===== src/rtl/tone_scheduler.sv =====
// Two-source square-wave tone scheduler: music notes play from a queue-less
// handshake, key-press effects pre-empt music and the music resumes afterwards.
module tone_scheduler (
  input  logic        clk,
  input  logic        rst_n,
  input  logic        beat,
  input  logic        mus_valid,
  input  logic [15:0] mus_half,
  input  logic [3:0]  mus_beats,
  output logic        mus_ready,
  input  logic        sfx_valid,
  input  logic [15:0] sfx_half,
  input  logic [3:0]  sfx_beats,
  output logic        sfx_ready,
  output logic        tone,
  output logic        busy,
  output logic        src
);
  localparam int unsigned HALF_W = 16;
  localparam int unsigned BEAT_W = 4;

  typedef enum logic [1:0] {IDLE, PLAY_MUS, PLAY_SFX} state_t;

  state_t            state, state_next;
  logic [HALF_W-1:0] half, half_next, cnt, cnt_next, susp_half, susp_half_next;
  logic [BEAT_W-1:0] left, left_next, susp_left, susp_left_next;
  logic              tone_next, susp_valid, susp_valid_next;
  logic              mus_acc, sfx_acc, note_end;

  assign mus_ready = (state == IDLE) && !susp_valid && !sfx_valid;
  assign sfx_ready = (state != PLAY_SFX);
  assign mus_acc   = mus_valid && mus_ready;
  assign sfx_acc   = sfx_valid && sfx_ready;
  assign note_end  = beat && (left == BEAT_W'(1));

  always_ff @(posedge clk or negedge rst_n) begin
    if (!rst_n) begin
      state      <= IDLE;
      half       <= '0;
      cnt        <= '0;
      left       <= '0;
      tone       <= 1'b0;
      susp_valid <= 1'b0;
      susp_half  <= '0;
      susp_left  <= '0;
      busy       <= 1'b0;
      src        <= 1'b0;
    end else begin
      state      <= state_next;
      half       <= half_next;
      cnt        <= cnt_next;
      left       <= left_next;
      tone       <= tone_next;
      susp_valid <= susp_valid_next;
      susp_half  <= susp_half_next;
      susp_left  <= susp_left_next;
      busy       <= (state_next != IDLE);
      src        <= (state_next == PLAY_SFX);
    end
  end

  always_comb begin
    state_next      = state;
    half_next       = half;
    cnt_next        = cnt;
    left_next       = left;
    tone_next       = tone;
    susp_valid_next = susp_valid;
    susp_half_next  = susp_half;
    susp_left_next  = susp_left;

    if (sfx_acc) begin
      // A music note that is ending on this very beat has nothing left to resume.
      if (state == PLAY_MUS && !note_end) begin
        susp_valid_next = 1'b1;
        susp_half_next  = half;
        susp_left_next  = left - BEAT_W'(beat);
      end
      state_next = PLAY_SFX;
      half_next  = sfx_half;
      left_next  = (sfx_beats == '0) ? BEAT_W'(1) : sfx_beats;
      cnt_next   = '0;
      tone_next  = 1'b0;
    end else if (mus_acc) begin
      state_next = PLAY_MUS;
      half_next  = mus_half;
      left_next  = (mus_beats == '0) ? BEAT_W'(1) : mus_beats;
      cnt_next   = '0;
      tone_next  = 1'b0;
    end else if (state != IDLE) begin
      if (half == '0) begin
        cnt_next  = '0;
        tone_next = 1'b0;
      end else if (cnt == half - HALF_W'(1)) begin
        cnt_next  = '0;
        tone_next = ~tone;
      end else begin
        cnt_next  = cnt + HALF_W'(1);
      end

      // Note end: resume a suspended music note or fall back to idle.
      if (note_end) begin
        cnt_next  = '0;
        tone_next = 1'b0;
        if (state == PLAY_SFX && susp_valid) begin
          state_next      = PLAY_MUS;
          half_next       = susp_half;
          left_next       = susp_left;
          susp_valid_next = 1'b0;
        end else begin
          state_next = IDLE;
          half_next  = '0;
          left_next  = '0;
        end
      end else if (beat) begin
        left_next = left - BEAT_W'(1);
      end
    end
  end
endmodule


===== config.mk =====
export PLATFORM = sky130hd
export DESIGN_NAME = tone_scheduler
export DESIGN_NICKNAME = d
export VERILOG_FILES = /design/src/rtl/tone_scheduler.sv
export SDC_FILE = /design/constraint.sdc
export NUM_CORES = 1
export LEC_CHECK = 0
export BUFFER_PORTS_ARGS = -buffer_cell sky130_fd_sc_hd__buf_2
export CAP_MARGIN = 20
export CORE_ASPECT_RATIO = 0.8
export CORE_MARGIN = 1.5
export CORE_UTILIZATION = 58
export DETAILED_ROUTE_END_ITERATION = 10
export GPL_TIMING_DRIVEN = 0
export MAX_ROUTING_LAYER = met4
export PLACE_DENSITY = 0.84
export SLEW_MARGIN = 20
export SYNTH_ARGS = -nofsm -noshare
export SYNTH_HDL_FRONTEND = slang
export SYNTH_SLANG_ARGS = --single-unit
export TNS_END_PERCENT = 30

===== constraint.sdc =====
create_clock -name clk -period 6.9 [get_ports clk]
set_input_delay 1.38 -clock clk [delete_from_list [all_inputs] [get_ports clk]]
set_output_delay 1.38 -clock clk [all_outputs]
set_load 0.01 [all_outputs]

==> flow_summary.json <==
{
  "numCtsBuffers": 9,
  "start_util_pct": 60.7,
  "met2_length_um": 4290,
  "syn_nets": 453,
  "fin_crit_sh_pct": 51.0,
  "vias": 3322,
  "fmax_mhz": 284,
  "die_height_um": 73.5,
  "clock_skew_ns": 0.0129,
  "min_period_ns": 3.52,
  "ctsRootBufferMaster": "clkbuf_8",
  "clockBufferDepth": 2,
  "num_antenna_cells": 0,
  "p_per_area_nw_per_um2": 412,
  "gp_congestion": 0.880,
  "io_buffers": 49,
  "final_cells": 548,
  "final-max-slew-violation-count": 0,
  "dp_hpwl_um": 6570,
  "rows": 25,
  "m1WireLength_um": 4020,
  "worstSetupStartpointType": "primary input",
  "dr.pass1.iters": 5,
  "synth_seq_area_share_pct": 43.0,
  "synth_xor_area_share_pct": 7.29,
  "cts_sinks": 62,
  "cpMostUsedCell": "buf_2",
  "relSlewSlack_pct": 48.5,
  "grt_max_degree": 63,
  "wirelength_um": 9160,
  "leakagePower_nw": 1.80,
  "maxCapViolCount": 0,
  "max_stage_delay_ns": 0.39,
  "yosys-mux-area-fraction_pct": 3.75,
  "synth_edf_count": 0,
  "wl_met3_um": 762,
  "synth_simple_gate_area_share_pct": 20.2,
  "path_cells": "buf_2, or3_1, nor2_1, buf_2",
  "track_usage_pct": 30.7,
  "synth-async-reset-ratio_pct": 100,
  "finalSetupTns_ns": 0,
  "crit_fanout": 5,
  "vias_per_cell": 6.06,
  "drtIter0Drc": 373,
  "synth_cell_types": 55,
  "htreeDepth": 3,
  "grt_pass1_wl_um": 15300,
  "post_drt_wl_per_cell_um": 16.7,
  "netlist_instances": 402,
  "core_sq_um": 5940,
  "critPathSlowestCell": "or3_1",
  "num-fill-cells": 480,
  "grt_pass1_vias": 3167,
  "path_depth": 4,
  "io_pins": 50,
  "synth_top_cell_by_area": "dfrtp_1",
  "drive_above_1_share_pct": 19.9,
  "die_x_um": 91.1,
  "synthAdderAreaFrac_pct": 2.08,
  "crit_family": "simple AND/OR/NAND/NOR gates",
  "post_cts_buffers": 0,
  "finalHoldViolCount": 0,
  "holdPathStages": 2,
  "yosys_warnings": 0,
  "synth.area.top_cells": "dfrtp_1 (43%), nand2_1 (5.2%), nor2_1 (4.6%)",
  "final-setup-viol-count": 0,
  "crit_type": "primary input to output port",
  "tightest_slew_ns": 0.772,
  "synth_compound_area_share_pct": 18.4,
  "synth_flop_cell": "dfrtp_1",
  "area_growth_pct": 15.2,
  "clock_latency_ns": 0.35,
  "grt-ovfl-total": 0,
  "rsz0062_at_grt": "false",
  "netlist_area_sq_um": 3600,
  "yosys_register_bits": 62,
  "vdd_drop_max_mv": 0.259,
  "cts_tree": "yes",
  "ctsResizeCount": 0,
  "dpl.cell_count": 532,
  "synth_top_area_share_pct": 43.0,
  "num-nets-final": 513,
  "top_layer": "met4",
  "synth_top_family_by_area": "simple AND/OR/NAND/NOR gates",
  "ant_nets": 0,
  "drc": 0,
  "cp_data_arrival_time_ns": 2.14,
  "clkSlewWorstSetupHoldPaths_ns": 0.07,
  "critPathBufInv": 2,
  "end_kind": "output port",
  "required_ns": 5.52,
  "holdCritPathClass": "flop to flop",
  "antenna_found_initial": 0,
  "rr_worst_depth": 13,
  "hold_buffers": 0,
  "dieArea_sq_um": 6700,
  "status": "completed",
  "syn_area_per_cell_sq_um": 8.97
}
## metal layers
layer | up-vias | track usage (%)
li1 | 1573 | -
met1 | 1584 | 40.4
met2 | 153 | 48.2
met3 | 12 | 8.07
met4 | 0 | 6.60
met5 | - | -
## Yosys cell counts (all sizes together), types with 2 or more instances
cell     n
nor3    12
xnor2   14
nand4b   3
nand3   16
nand2   50
o22ai    6
nor4     6
clkbuf  15
nor2    45
a31oi   21
and4     2
nor2b    2
o21ai   21
a222oi   4
nor3b    2
dfrtp   62
a22oi   14
buf      8
xor2    16
mux2    12
ha       6
and3     3
nand2b   4
a21oi   13
inv     17
nand4    5
o31a     2
a211oi   2
## state kept, by name (all words and copies together), names as in the netlist
register	count
busy	1
cnt	16
half	16
left	4
src	1
state	2
susp_half	16
susp_left	4
susp_valid	1
tone	1
## worst min-delay path, cell delays in order (launching register included)
cell and delay (ns):
dfrtp_1 0.34, nand2_1 0.04, o21ai_0 0.06
## cell families (layout without fill, tap and decap cells)
kind of cell | after synthesis | in the layout
simple gates | 154 | 154
compound gates | 98 | 98
flops | 62 | 62
buf+inv | 40 | 105
xor+xnor | 30 | 30
mux | 12 | 12
fa+ha+maj | 6 | 6
## path summary, 6_finish.rpt
check	startpoint	endpoint	slack, ns
max in group asynchronous	rst_n	susp_half[4]	5.29
worst max-delay path	sfx_valid	mus_ready	3.38
worst min-delay path	susp_half[2]	susp_half[2]	0.49
worst max register to register	half[0]	cnt[15]	3.64
worst min register to register	susp_half[2]	susp_half[2]	0.49
min in group asynchronous	rst_n	half[8]	1.11
## layout make-up
type / instances / area [sq um] / area share, %
multi-input cells: 300 / 1870 / 44.9
flip-flops and latches: 62 / 1550 / 37.3
repair buffers: 49 / 248 / 5.96
clock buffers: 10 / 128 / 3.07
plain buffers: 23 / 124 / 2.98
well taps: 81 / 101 / 2.44
clock inverters: 6 / 72.6 / 1.75
inverters: 17 / 63.8 / 1.54
## through the flow
stage | hold slack (ns) | worst slack (ns) | area [sq um] | total power [mW] | util (%)
detailed placement | 0.475 | 3.38 | 3950 | 1.37 | 66.5
CTS | 0.489 | 3.38 | 4150 | 1.70 | 69.9
global placement | 0.467 | 3.38 | 3950 | 1.33 | 66.5
finish | 0.485 | 3.38 | 4150 | 1.71 | 69.9
global route | 0.522 | 3.34 | 4150 | 1.84 | 69.9
floorplan | 0.450 | 3.57 | 3600 | 1.17 | -
## power by group
group	switching, mW	leakage, nW	internal (mW)	total (mW)
sequential	0.140	0.782	0.496	0.636
clock	0.155	0.0966	0.169	0.324
combinational	0.439	0.926	0.315	0.754
## layout by cell type (no fill, tap or decap), types with 2 or more instances in the layout
| master | count |
|---|---|
| o21ai_0 | 20 |
| o22ai_1 | 6 |
| nand3_1 | 16 |
| nand4_1 | 5 |
| nor3b_1 | 2 |
| nand2b_1 | 4 |
| a31oi_1 | 21 |
| buf_6 | 4 |
| mux2_2 | 12 |
| clkbuf_1 | 16 |
| ha_1 | 6 |
| nor2_1 | 44 |
| dfrtp_1 | 62 |
| clkinv_4 | 4 |
| a222oi_1 | 4 |
| xnor2_1 | 14 |
| nor3_1 | 12 |
| clkbuf_8 | 9 |
| buf_4 | 2 |
| nor2b_1 | 2 |
| xor2_1 | 16 |
| nor4_1 | 5 |
| a22oi_1 | 14 |
| inv_1 | 17 |
| nand4b_1 | 3 |
| a211oi_1 | 2 |
| buf_2 | 51 |
| nand2_1 | 50 |
| and4_2 | 2 |
| and3_1 | 2 |
| a21oi_1 | 12 |
(Power assumes the default switching activity.)
